--- src/rtl/outport_uart_tx_pkg.sv ---
// Shared definitions for the output-port UART transmitter: FSM encodings and frame geometry.
package outport_uart_tx_pkg;

    typedef enum logic [1:0] {
        S_IDLE  = 2'd0,
        S_START = 2'd1,
        S_DATA  = 2'd2,
        S_STOP  = 2'd3
    } state_t;

    localparam int BITS_PER_BYTE  = 8;
    localparam int BYTES_PER_WORD = 4;
    localparam int WORD_W         = BITS_PER_BYTE * BYTES_PER_WORD;

endpackage

--- src/rtl/outport_fifo.sv ---
// Word FIFO between the CPU output port and the UART shifter; registered level/full/empty.
module outport_fifo
    import outport_uart_tx_pkg::*;
#(
    parameter int DEPTH = 4,
    parameter int CNT_W = $clog2(DEPTH) + 1,
    parameter int W     = WORD_W
) (
    input  logic             clk,
    input  logic             reset_n,
    input  logic             push,
    input  logic             pop,
    input  logic [W-1:0]     din,
    output logic [W-1:0]     dout,
    output logic             full,
    output logic             empty,
    output logic [CNT_W-1:0] level
);
    localparam int AW = $clog2(DEPTH);

    logic [W-1:0]     mem [DEPTH];
    logic [AW-1:0]    wr_ptr;
    logic [AW-1:0]    rd_ptr;
    logic [CNT_W-1:0] level_nxt;

    // NOTE: every variable written in always_comb gets a default first, otherwise a latch is inferred.
    always_comb begin
        level_nxt = level;
        if (push && !pop)
            level_nxt = level + 1'b1;
        else if (pop && !push)
            level_nxt = level - 1'b1;
    end

    // NOTE: sequential state uses non-blocking assignments so all registers update from pre-edge values.
    always_ff @(posedge clk or negedge reset_n) begin
        if (!reset_n) begin
            wr_ptr <= '0;
            rd_ptr <= '0;
            level  <= '0;
            full   <= 1'b0;
            empty  <= 1'b1;
        end else begin
            if (push)
                wr_ptr <= wr_ptr + 1'b1;
            if (pop)
                rd_ptr <= rd_ptr + 1'b1;
            level <= level_nxt;
            full  <= (level_nxt == CNT_W'(DEPTH));
            empty <= (level_nxt == '0);
        end
    end

    // NOTE: storage is not reset; contents are only read behind the registered empty flag.
    always_ff @(posedge clk) begin
        if (push)
            mem[wr_ptr] <= din;
    end

    assign dout = mem[rd_ptr];

endmodule

--- src/rtl/outport_uart_tx.sv ---
// Output-port UART transmitter: queues 32-bit words and sends them 8N1, byte 0 first, LSB first.
module outport_uart_tx
    import outport_uart_tx_pkg::*;
#(
    parameter int CLKS_PER_BIT = 434,
    parameter int FIFO_DEPTH   = 4,
    parameter int CNT_W        = $clog2(FIFO_DEPTH) + 1
) (
    input  logic              clk,
    input  logic              reset_n,
    input  logic              wr_en,
    input  logic [WORD_W-1:0] wr_data,
    output logic              full,
    output logic [CNT_W-1:0]  level,
    output logic              busy,
    output logic              overflow,
    output logic              tx
);
    localparam int CW = $clog2(CLKS_PER_BIT);

    state_t            state;
    logic [CW-1:0]     clk_cnt;
    logic [2:0]        bit_idx;
    logic [1:0]        byte_idx;
    logic [WORD_W-1:0] shift;
    logic [WORD_W-1:0] fifo_dout;
    logic              fifo_empty;
    logic              pop;
    logic              push;
    logic              bit_end;

    // A full FIFO still takes a write on the edge that frees a slot.
    assign pop     = (state == S_IDLE) && !fifo_empty;
    assign push    = wr_en && (!full || pop);
    assign bit_end = (clk_cnt == CW'(CLKS_PER_BIT - 1));

    outport_fifo #(
        .DEPTH (FIFO_DEPTH),
        .CNT_W (CNT_W),
        .W     (WORD_W)
    ) u_fifo (
        .clk     (clk),
        .reset_n (reset_n),
        .push    (push),
        .pop     (pop),
        .din     (wr_data),
        .dout    (fifo_dout),
        .full    (full),
        .empty   (fifo_empty),
        .level   (level)
    );

    always_ff @(posedge clk or negedge reset_n) begin
        if (!reset_n) begin
            state    <= S_IDLE;
            clk_cnt  <= '0;
            bit_idx  <= '0;
            byte_idx <= '0;
            shift    <= '0;
            tx       <= 1'b1;
            busy     <= 1'b0;
            overflow <= 1'b0;
        end else begin
            if (wr_en && full && !pop)
                overflow <= 1'b1;

            case (state)
                S_IDLE: begin
                    if (pop) begin
                        shift    <= fifo_dout;
                        state    <= S_START;
                        tx       <= 1'b0;
                        busy     <= 1'b1;
                        clk_cnt  <= '0;
                        bit_idx  <= '0;
                        byte_idx <= '0;
                    end
                end
                S_START: begin
                    if (bit_end) begin
                        clk_cnt <= '0;
                        state   <= S_DATA;
                        tx      <= shift[0];
                    end else begin
                        clk_cnt <= clk_cnt + 1'b1;
                    end
                end
                S_DATA: begin
                    // The word shifts right one bit per data bit, so the next byte lands in [7:0].
                    if (bit_end) begin
                        clk_cnt <= '0;
                        shift   <= shift >> 1;
                        if (bit_idx == 3'(BITS_PER_BYTE - 1)) begin
                            bit_idx <= '0;
                            state   <= S_STOP;
                            tx      <= 1'b1;
                        end else begin
                            bit_idx <= bit_idx + 1'b1;
                            tx      <= shift[1];
                        end
                    end else begin
                        clk_cnt <= clk_cnt + 1'b1;
                    end
                end
                S_STOP: begin
                    if (bit_end) begin
                        clk_cnt <= '0;
                        if (byte_idx == 2'(BYTES_PER_WORD - 1)) begin
                            state <= S_IDLE;
                            busy  <= 1'b0;
                        end else begin
                            byte_idx <= byte_idx + 1'b1;
                            state    <= S_START;
                            tx       <= 1'b0;
                        end
                    end else begin
                        clk_cnt <= clk_cnt + 1'b1;
                    end
                end
                default: state <= S_IDLE;
            endcase
        end
    end

endmodule
--- config.mk ---
export PLATFORM = sky130hd
export DESIGN_NAME = outport_uart_tx
export DESIGN_NICKNAME = d
export VERILOG_FILES = /design/src/rtl/outport_uart_tx_pkg.sv /design/src/rtl/outport_fifo.sv /design/src/rtl/outport_uart_tx.sv
export SDC_FILE = /design/constraint.sdc
export NUM_CORES = 1
export LEC_CHECK = 0
export ABC_AREA = 0
export CORE_MARGIN = 8
export CORE_UTILIZATION = 55
export CTS_BUF_LIST = sky130_fd_sc_hd__clkbuf_4
export CTS_CLUSTER_SIZE = 40
export DETAILED_ROUTE_END_ITERATION = 7
export GPL_TIMING_DRIVEN = 0
export PLACE_DENSITY_LB_ADDON = 0.2
export SYNTH_ARGS = -nofsm -noshare
export SYNTH_HDL_FRONTEND = slang
export SYNTH_SLANG_ARGS = --single-unit
--- constraint.sdc ---
create_clock -name clk -period 2.43 [get_ports clk]
set_input_delay 0.486 -clock clk [delete_from_list [all_inputs] [get_ports clk]]
set_output_delay 0.486 -clock clk [all_outputs]
set_load 0.02 [all_outputs]
## Word-level counts from Yosys, hierarchy flattened

Memory sizes are Yosys's and may differ from the RTL's.
Cells that the tools add are included.

| cells by class | value |
|---|---|
| add/subtract/negate cells | 7 |
| equal/unequal tests | 14 |
| multiplexer cells | 36 |
| reduce and logical (&&, ||, !) cells | 21 |

Operators with widths:

| kind | count |
|---|---|
| $mux 32 | 2 |
| $pmux 32 s2 | 1 |
| $mux 9 | 2 |
| $pmux 9 s2 | 1 |
| $mux 2 | 8 |
| $mux 3 | 5 |
| $ne 2x2->1 const B | 7 |
| $mux 1 | 12 |
| $reduce_and 5->1 | 2 |
| $add 9x1->9 const B | 1 |
| $eq 9x9->1 const B | 1 |
| $pmux 2 s4 | 1 |
| $reduce_and 4->1 | 2 |
| $add 2x1->2 const B | 3 |
| $add 3x1->3 const B | 2 |
| $eq 2x2->1 const B | 3 |
| $eq 3x3->1 const B | 2 |
| $logic_and 1x1->1 | 6 |
| $pmux 3 s2 | 1 |
| $logic_not 1->1 | 4 |
| $pmux 1 s4 | 1 |
| $pmux 2 s2 | 1 |
| $reduce_bool 2->1 | 2 |
| $logic_not 3->1 | 1 |
| other kinds (7) | 7 |

| storage, ports and cells | value |
|---|---|
| bits in registers | 60 |
| bits in writable memories | 128 |
| word-level logic and storage cells | 92 |
| memories kept | 1 |

Memories:

| memory | depth | bits a word | rd ports | clocked after Yosys merged registers in | wr ports | RTL line | text |
|---|---|---|---|---|---|---|---|
| u_fifo.mem | 4 | 32 | 1 | 0 | 1 | outport_fifo.sv:21 | `logic [W-1:0] mem [DEPTH];` |

## Depth between registers and ports, before layout

Gate-level depths: netlist of the first run.

| depth | value |
|---|---|
| word-level depth | 9 |
| gate-level depth with buffers | 8 |
| gate-level depth less buffers | 6 |

## Hierarchy

Synthesis of the first run repeated with hierarchy kept, for this count alone.

| second synthesis, totals | value |
|---|---|
| cell total of the unflattened synthesis | 493 |
| area total of the unflattened synthesis | 7857.5 µm² |

Modules (own cells, without submodules):

| module | instances | cells an instance | area an instance (µm²) |
|---|---|---|---|
| outport_fifo | 1 | 216 | 5188.7 |
| outport_uart_tx | 1 | 277 | 2668.8 |

## Least setup slack after synthesis of the first run

Ideal clock, no wire load.

| path | value |
|---|---|
| path type | register -> register |
| from | register state[0] |
| to | memory u_fifo.mem[2][0] (netlist name) (enable) |
| library setup time | 392 ps |
| arrival time | 2148 ps |
| required time | 2038 ps |
| slack | -110 ps |
| cell stages (with the launch flop) | 7 |
| buffers on the path | 1 |
| period minus slack after synthesis | 2540 ps |
| path through | dfrtp_1 > inv_1 > ha_1 > buf_2 > nand2b_1 > a21oi_1 > and2_1 |

| on the way | value |
|---|---|
| longest elaborated chain between the ends | 6 |

Ends and longest elaborated chain:

| element | RTL line | text |
|---|---|---|
| from (decl) | outport_uart_tx.sv:21 | `state_t state;` |
| from (signal assigned) | outport_uart_tx.sv:55 | `state <= S_IDLE;` |
| from (signal assigned) | outport_uart_tx.sv:71 | `state <= S_START;` |
| from (signal assigned) | outport_uart_tx.sv:82 | `state <= S_DATA;` |
| $logic_not 2->1 | outport_uart_tx.sv:33 | `assign pop = (state == S_IDLE) && !fifo_empty;` |
| $logic_and 1x1->1 | outport_uart_tx.sv:33 |  |
| $logic_or 1x1->1 | outport_uart_tx.sv:34 | `assign push = wr_en && (!full \|\| pop);` |
| $logic_and 1x1->1 | outport_uart_tx.sv:34 |  |
| $mux 1 | outport_fifo.sv:56 | `if (push)` |
| $mux 1 (not written as such) | outport_fifo.sv:57 | `mem[wr_ptr] <= din;` |
| to (decl) | outport_fifo.sv:21 |  |

Every way passes these cells.

## Final worst setup path of the first run

| path | value |
|---|---|
| from | register state[1] |
| to | memory u_fifo.mem[2][25] (netlist name) (enable) |

The elaborated chain is that of the path after synthesis.

==> impl_metrics.ini, run 1 <==
[outcome]
status = finished clean

[clocking]
clock_sinks = 188
cts_root_buf = clkbuf_4
cts_tree = done
numCtsBuffers = 17
htreeDepth = 4
insertion_delay_ns = 0.56
post_cts_buffers = 0
clockBufferDepth = 2
clk_pin_slew_ns = 0.16

[grt]
globalRouteTotalUtil_pct = 16.3
grt_overflow_total = 0
grt_max_degree = 40
grt_pass1_vias = 4465
antenna_found_initial = 0
grt_first_pass_wirelength_um = 23400

[place]
dpl.cell_count = 693
port_buffers = 41
hpwl_um = 9000
gp_congestion = 0.837

[floorplanning]
io_pins = 42
rows = 44
initial_utilization_pct = 56.2
die_height_um = 138
fp.dieArea_um2 = 18900
fp.dieW_um = 138
core_area_um2 = 14500

[synthesis]
syn_inst = 467
synth-edff-count = 128
synth_ff_type = edfxtp_1
yosys.area.top_type = edfxtp_1
async_flop_share_pct = 31.9
postSynthAreaPerCell_um2 = 17.4
ys_ff_latch = 188
ys_types = 51
yosysTopAreaCellShare_pct = 47.2
syn-num-nets = 518
synth-seq-area-share_pct = 65.7
ys_top_cells_by_area = edfxtp_1 (47%), dfrtp_1 (18%), mux4_2 (7.8%), mux2_2 (5.3%), mux2_4 (5.0%)
ys_warn_count = 0
netlist_area_um2 = 8140

[detailed_routing]
vias = 4278
drc_errors = 0
routed_wl_um = 14300
antenna_left = 0
first_pass_iters = 4
post_drt_wl_per_cell_um = 19.6
drt-initial-drc-count = 308
vias_per_cell = 5.88

[run]
maxCapViolations = 0

[final_layout]
syn_to_final_growth_pct = 12.1
fin_cells = 727
final_layout_size_suffix_gt1_share_pct = 28.4
final_nets = 581
antennaDiodeCount = 0
final_util_pct = 63.0

[worst_hold_path]
hold_path_class = in -> async

[timing]
worst_pin_slew_ns = 0.683
fin_skew_ns = 0.0212
fin_hold_ws_ns = 0.423
rsz0062_at_grt = false
slew_headroom_pct = 54.5
hold_viol = 0
fin_tns_setup_ns = 0
final_max_slew_viol_count = 0
fmax_ghz = 0.434
finalSetupViolations = 0
fin_crit_sh_pct = 94.8
period_minus_slack_ns = 2.30

[power]
powerDensity_nw_per_um2 = 1170
p_total_mw = 10.7
p_leak_nw = 3.31
peakVddDrop_mv = 0.496

[critical_path]
cp-end-kind = flop
cp_max_fo = 16
cp.required_ns = 2.63
crit_type = reg -> reg
worstSetupStartpointType = flop
cp.arrival_ns = 2.51
## worst paths after layout
kind                                      start                     endpoint  slack (ns)  depth (start not counted)
setup / recovery           state[1]$_DFFE_PN0P_  u_fifo.mem[2][25]$_DFFE_PP_        0.13                          6
hold / removal                          reset_n       clk_cnt[2]$_DFFE_PN0P_        0.42                          2
setup reg to reg           state[1]$_DFFE_PN0P_  u_fifo.mem[2][25]$_DFFE_PP_        0.13                          6
hold reg to reg            overflow$_DFFE_PN0P_         overflow$_DFFE_PN0P_        0.50                          1
max in group asynchronous               reset_n               tx$_DFFE_PN1P_        1.32                          3
min in group clk           overflow$_DFFE_PN0P_         overflow$_DFFE_PN0P_        0.50                          1
## critical path, stage by stage (launching register included)
cell	delay [ns]
dfrtp_1	0.45
inv_1	0.12
ha_1	0.17
clkbuf_4	0.20
nand2b_2	0.16
a21oi_4	0.30
and2_2	0.57
## power breakdown
group / switching, mW / internal [mW]
clock network: 1.04 / 0.639
logic: 1.92 / 2.41
registers: 0.359 / 4.31
total: 3.31 / 7.36
## cells in the final DEF, fill, tap and decap left out, types with 3 or more instances in the layout
master,count
a21boi_0,3
a21oi_1,10
a221o_1,4
a22o_1,6
and2_4,4
buf_12,4
buf_2,5
buf_6,3
clkbuf_1,6
clkbuf_2,3
clkbuf_4,20
clkdlybuf4s50_1,40
clkinvlp_4,3
dfrtp_1,58
edfxtp_1,128
ha_1,16
inv_1,13
inv_6,3
mux2_2,38
mux2_4,27
mux4_1,4
mux4_2,28
nand2_1,13
nand2b_1,3
nand3_1,7
nand4_1,5
nor2_1,10
nor3_1,5
o21ai_0,19
xnor2_1,6
## timing repair
item / 4_1_cts / 5_1_grt
pin swaps: 2 / 2
setup endpoints to repair: 145 / 114
gates cloned: 1 / 0
gates resized for setup: 9 / 4
hold buffers: 1 / 0
hold endpoints to repair: 21 / 0
## layout make-up
type / count / area [µm²]
Fill cell: 1084 / 5360
Sequential cell: 188 / 5350
Multi-Input combinational cell: 243 / 2600
Timing Repair Buffer: 43 / 435
Tap cell: 184 / 230
Buffer: 23 / 178
Clock buffer: 19 / 143
Clock inverter: 13 / 140
Inverter: 14 / 52.6
## metal layers
metal | up-vias | part of all wire (%) | GRT usage (%)
li1 | 1956 | - | -
met3 | 22 | 3.5 | 3.57
met1 | 2208 | 45 | 21.6
met4 | 0 | 1.4 | 6.28
met2 | 92 | 50 | 25.7
met5 | - | 0 | 0
## through the flow
step / setup slack, ns / area [µm²]
2_1_floorplan: 0.214 / 8140
3_3_place_gp: -1.17 / 8780
3_5_place_dp: -0.473 / 8800
4_1_cts: 0.0588 / 9120
5_1_grt: 0.00756 / 9120
6_report: 0.126 / 9120
## sequential cells by signal, indices dropped and copies added, names as in the netlist, 3 cells and up
name	cells
bit_idx	3
clk_cnt	9
u_fifo.mem	128
shift	32
u_fifo.level	3
## logic make-up (layout without fill, tap and decap cells)
| logic type | count (synthesis) | count (layout) | synth area share, % |
|---|---|---|---|
| mux | 97 | 97 | 19.3 |
| xor+xnor | 6 | 6 | 0.646 |
| simple gates | 65 | 66 | 4.44 |
| fa+ha+maj | 16 | 16 | 2.46 |
| compound gates | 58 | 58 | 4.69 |
| buf+inv | 37 | 112 | 2.75 |
| flops | 188 | 188 | 65.7 |
## cell usage after synthesis (3+ instances only)
| cell type | number |
|---|---|
| o21ai_0 | 19 |
| edfxtp_1 | 128 |
| nand3_1 | 7 |
| mux2_4 | 27 |
| a221o_1 | 4 |
| clkbuf_1 | 9 |
| nand2b_1 | 4 |
| mux4_1 | 4 |
| buf_2 | 5 |
| dfrtp_1 | 58 |
| and2_1 | 6 |
| a21oi_1 | 11 |
| nor3_1 | 5 |
| inv_1 | 14 |
| nand4_1 | 5 |
| a22o_1 | 6 |
| ha_1 | 16 |
| nand2_1 | 13 |
| mux4_2 | 28 |
| nor2_1 | 10 |
| buf_6 | 3 |
| xnor2_1 | 6 |
| a21boi_0 | 3 |
| mux2_2 | 38 |
| buf_12 | 3 |
Note: power is estimated with default switching activity, not from simulation.
==> inputs of run 2 (changes only) <==
--- a/config.mk
+++ b/config.mk
@@ -6,6 +6,7 @@
 export NUM_CORES = 1
 export LEC_CHECK = 0
 export ABC_AREA = 0
+export CORE_ASPECT_RATIO = 0.6
 export CORE_MARGIN = 8
 export CORE_UTILIZATION = 55
 export CTS_BUF_LIST = sky130_fd_sc_hd__clkbuf_4
==> impl_metrics.ini, run 2 (synthesis results as in run 1) <==
[critical_path]
slowest_delay_ns = 0.57
crit_type = reg -> reg
cp_slowest_cell = buf_1
path_buf_inv = 2
cp_max_fo = 10
crit_chain = clkbuf_1 > buf_1 > mux4_2 > mux2_2 > mux2_4
worstSetupStartpointType = flop
cp.required_ns = 2.88
crit_family = multiplexers
ff2ff_setup_slack_ns = 0.13
cp-end-kind = flop
cp.arrival_ns = 2.75

[timing]
fmax_ghz = 0.435
worst_pin_slew_ns = 0.815
setup_ws_ns = 0.129
finalSetupViolations = 0
final_max_slew_viol_count = 0
slew_headroom_pct = 45.6
period_minus_slack_ns = 2.30
rsz0062_at_grt = true
hold_viol = 0
fin_crit_sh_pct = 94.7
fin_skew_ns = 0.0297

[clocking]
cts_root_buf = clkbuf_4
clock_sinks = 188
cts_tree = done
clockBufferDepth = 2
numCtsBuffers = 17
clk_pin_slew_ns = 0.16
htreeDepth = 4
insertion_delay_ns = 0.56

[worst_hold_path]
hold_path_class = reg -> reg

[final_layout]
final_nets = 600
top_register = u_fifo.mem
largest_reg_flops = 128
final_layout_size_suffix_gt1_share_pct = 30.8
final_util_pct = 65.5
layout_common_cells = edfxtp_1 (128), dfrtp_1 (58), clkdlybuf4s50_1 (40)
antennaDiodeCount = 0
final_common_cell = edfxtp_1
multi_input_area_um2 = 2620
fill_cells = 987
seq_area_um2 = 5350
fin_area_um2 = 9470
syn_to_final_growth_pct = 16.4
reg_top3 = u_fifo.mem (128), shift (32), clk_cnt (9)

[grt]
globalRouteTotalUtil_pct = 17.2
antenna_found_initial = 0
grt_overflow_total = 0
grt_first_pass_wirelength_um = 25000
grt_pass1_vias = 4418
grt_max_degree = 61

[floorplanning]
core_area_um2 = 14500
die_height_um = 110
initial_utilization_pct = 56.3
fp.dieArea_um2 = 19100
fp.dieW_um = 173
rows = 34
io_pins = 42

[power]
p_leak_nw = 3.46
peakVddDrop_mv = 0.501
powerDensity_nw_per_um2 = 1180

[detailed_routing]
vias_per_cell = 5.80
vias = 4407
drt-initial-drc-count = 303
post_drt_wl_per_cell_um = 21.1
first_pass_iters = 5
routed_wl_um = 16100
drc_errors = 0
antenna_left = 0

[place]
placed_area_um2 = 8800
gp_congestion = 0.824
pre_cts_slack_ns = -0.500
hpwl_um = 9570
port_buffers = 41

[outcome]
status = finished clean

[run]
maxCapViolations = 0
[run 2: final timing paths]
| check | startpoint | end | cells past startpoint |
|---|---|---|---|
| max in group asynchronous | reset_n | shift[15]$_DFFE_PN0P_ | 2 |
| min in group asynchronous | reset_n | byte_idx[0]$_DFFE_PN0P_ | 2 |
| min reg2reg | overflow$_DFFE_PN0P_ | overflow$_DFFE_PN0P_ | 1 |
| max reg2reg | u_fifo.rd_ptr[1]$_DFFE_PN0P_ | shift[20]$_DFFE_PN0P_ | 5 |
| min | overflow$_DFFE_PN0P_ | overflow$_DFFE_PN0P_ | 1 |
| max | u_fifo.rd_ptr[1]$_DFFE_PN0P_ | shift[20]$_DFFE_PN0P_ | 5 |
[run 2: through the flow]
step	hold WS [ns]	cells	TNS [ns]	power [mW]
after global placement	0.455	706	-121.83	8.92
after global routing	0.506	760	-0.00579	11.8
after floorplan	0.190	467	0	8.05
after detailed placement	0.461	706	-59.55	9.12
final	0.490	760	0	11.1
after CTS	0.494	743	0	10.9
[run 2: area by class of cell]
class / instances / area share [%]
flip-flops and latches: 188 / 56.5
clock inverters: 15 / 1.59
repair buffers: 59 / 7.87
multi-input cells: 246 / 27.7
plain buffers: 23 / 1.86
clock buffers: 17 / 1.35
well taps: 198 / 2.62
inverters: 14 / 0.555
[run 2: report_power, final]
group / total [mW] / internal, mW / switching (mW) / leakage [nW]
registers: 4.68 / 4.31 / 0.374 / 1.90
clock network: 1.63 / 0.465 / 1.17 / 0.148
logic: 4.82 / 2.70 / 2.12 / 1.41
total: 11.1 / 7.47 / 3.67 / 3.46
[run 2: per-layer routing]
| layer | global-route usage [%] | vias up | wire length [µm] | part of all wire (%) |
|---|---|---|---|---|
| met1 | 25.2 | 2262 | 7680 | 48 |
| met5 | 0 | - | 0 | 0 |
| met4 | 5.39 | 0 | 244 | 1.5 |
| met2 | 26.0 | 114 | 7380 | 46 |
| met3 | 3.06 | 24 | 750 | 4.7 |
| li1 | - | 2007 | - | - |
[run 2: repair_timing]
| action | CTS | global route |
|---|---|---|
| cloned | 4 | 0 |
| endpoints found under the setup margin | 148 | 129 |
| pin swaps | 2 | 5 |
| resized for setup | 12 | 5 |
| hold buffers | 1 | 0 |
| setup buffers | 0 | 17 |
| hold endpoints to repair | 13 | 0 |
[run 2: worst register-to-register path, delay by kind of cell, from the launching register on]
kind,cells,cell delay [ns]
buffers and inverters,2,0.85
DFF,1,0.38
muxes,3,0.99
==> inputs of run 3 (changes only) <==
--- a/config.mk
+++ b/config.mk
@@ -16,4 +16,5 @@
 export PLACE_DENSITY_LB_ADDON = 0.2
 export SYNTH_ARGS = -nofsm -noshare
 export SYNTH_HDL_FRONTEND = slang
+export SYNTH_HIERARCHICAL = 1
 export SYNTH_SLANG_ARGS = --single-unit
==> impl_metrics.ini, run 3 <==
[timing]
setup_ws_ns = 0.0627
slew_headroom_pct = 46.0
fmax_ghz = 0.422
finalSetupViolations = 0
hold_viol = 0
final_max_slew_viol_count = 0
fin_crit_sh_pct = 97.4
fin_tns_setup_ns = 0
period_minus_slack_ns = 2.37
fin_skew_ns = 0.0350
worst_pin_slew_ns = 0.810

[synthesis]
syn_inst = 493
yosys-top-cells-count = edfxtp_1 (128), o22ai_1 (64), dfrtp_1 (58)
ys_ff_latch = 188
ys_warn_count = 6
ys_types = 51
netlist_area_um2 = 7860
synth_ff_type = edfxtp_1
synth-seq-area-share_pct = 68.1
yosysTopAreaCellShare_pct = 48.9
postSynthAreaPerCell_um2 = 15.9
syn-num-nets = 544
async_flop_share_pct = 31.9
ys_top_cells_by_area = edfxtp_1 (49%), dfrtp_1 (18%), mux4_2 (8.0%), o22ai_1 (5.1%), ha_1 (2.5%)
yosys.area.top_type = edfxtp_1
yosysMostFrequentCell = edfxtp_1
synth-edff-count = 128

[final_layout]
syn_to_final_growth_pct = 16.2
fin_area_um2 = 9130
layout_common_cells = edfxtp_1 (128), o22ai_1 (64), dfrtp_1 (58)
final_common_cell = edfxtp_1
final_layout_size_suffix_gt1_share_pct = 19.8
largest_reg_flops = 128
reg_top3 = u_fifo/mem (128), shift (32), clk_cnt (9)
antennaDiodeCount = 0
final_nets = 625
top_register = u_fifo/mem

[place]
hpwl_um = 10200
placed_area_um2 = 8530
port_buffers = 41
pre_cts_slack_ns = -0.931
gp_congestion = 0.819

[detailed_routing]
vias = 4858
routed_wl_um = 17500
first_pass_iters = 5
antenna_left = 0
drc_errors = 0
drt-initial-drc-count = 630
post_drt_wl_per_cell_um = 22.4
vias_per_cell = 6.24

[floorplanning]
rows = 33
core_area_um2 = 13800
initial_utilization_pct = 57.0
io_pins = 42
fp.dieArea_um2 = 18500
fp.dieW_um = 170
die_height_um = 109

[run]
maxCapViolations = 0

[critical_path]
ff2ff_path_depth = 6
worstSetupStartpointType = flop
cp-end-kind = flop
crit_type = reg -> reg
cp.arrival_ns = 2.79
cp_max_fo = 10
cp.required_ns = 2.85
ff2ff_setup_slack_ns = 0.06

[grt]
grt_first_pass_wirelength_um = 26200
grt_max_degree = 33
grt_pass1_vias = 4761
grt_overflow_total = 0
globalRouteTotalUtil_pct = 18.7
antenna_found_initial = 0

[power]
p_leak_nw = 3.29
peakVddDrop_mv = 0.363
powerDensity_nw_per_um2 = 791

[clocking]
cts_tree = done
clk_pin_slew_ns = 0.15
numCtsBuffers = 17
clockBufferDepth = 2
cts_root_buf = clkbuf_4
htreeDepth = 4
insertion_delay_ns = 0.57
clock_sinks = 188

[outcome]
status = finished clean

[worst_hold_path]
holdPathStages = 1
hold_path_class = reg -> reg
==> run 3: changes by cell type after synthesis, moves of 7 or more <==
cell,delta
mux2_4,-27
a21oi_1,+23
mux2_2,-35
o22ai_1,+63
o21ai_0,-7
nor2_1,+7
clkbuf_1,+7
==> run 3: through the flow <==
stage	std cells	utilization (%)	total power, mW	hold slack [ns]
2_1_floorplan	493	-	4.66	0.190
6_report	779	66.2	7.22	0.494
4_1_cts	764	64.5	7.01	0.494
5_1_grt	779	66.2	7.49	0.487
3_3_place_gp	726	61.7	5.02	0.448
3_5_place_dp	727	61.8	5.09	0.461
==> run 3: final cells by class <==
cell class              instances  area (µm²)
well taps                     192         240
repair buffers                 54         618
clock inverters                14         183
multi-input cells             268        2320
clock buffers                  18         135
inverters                      12        45.0
fillers                       968        4660
flip-flops and latches        188        5350
plain buffers                  33         239
==> run 3: logic make-up (layout without fill, tap and decap cells) <==
family	Yosys count	after routing	share of synthesized area [%]
buffers and inverters	45	131	3.53
AND/OR/NAND/NOR	62	70	4.06
multiplexers	35	35	9.79
AO/OA/AOI/OAI	141	141	11.3
XOR/XNOR	6	6	0.669
flip-flops	188	188	68.1
adder cells (fa/ha/maj)	16	16	2.55
==> run 3: repair_timing <==
item                       4_1_cts  5_1_grt
setup endpoints to repair      150      145
setup buffers                    0       11
hold endpoints to repair        30        0
resized for setup               11       11
pin swaps                        4        3
gates cloned                     4        4
hold buffers                     1        0
==> run 3: path summary, 6_finish.rpt <==
check / from / end
max in group asynchronous: reset_n / u_fifo/empty$_DFF_PN1_
max: clk_cnt[6]$_DFFE_PN0P_ / shift[20]$_DFFE_PN0P_
min in group asynchronous: reset_n / shift[7]$_DFFE_PN0P_
max reg2reg: clk_cnt[6]$_DFFE_PN0P_ / shift[20]$_DFFE_PN0P_
min reg2reg: overflow$_DFFE_PN0P_ / overflow$_DFFE_PN0P_
min: overflow$_DFFE_PN0P_ / overflow$_DFFE_PN0P_
==> run 3: metal layers <==
layer / routed length, µm / GRT usage [%] / vias to the layer above
met3: 1490 / 4.95 / 20
met2: 8080 / 28.4 / 214
li1: - / - / 2146
met1: 7690 / 26.7 / 2478
met4: 207 / 4.80 / 0
met5: 0 / 0 / -
==> run 3: worst max-delay path: stages (launching register included) <==
cell and delay [ns]:
dfrtp_1 0.45, or4b_1 0.55, buf_6 0.16, or4_4 0.58
buf_6 0.17, o22ai_1 0.18, a21oi_1 0.14
==> run 3: power by group <==
group	internal, mW	switching, mW
clock	0.753	1.11
sequential	3.95	0.151
combinational	0.580	0.680
total	5.29	1.94
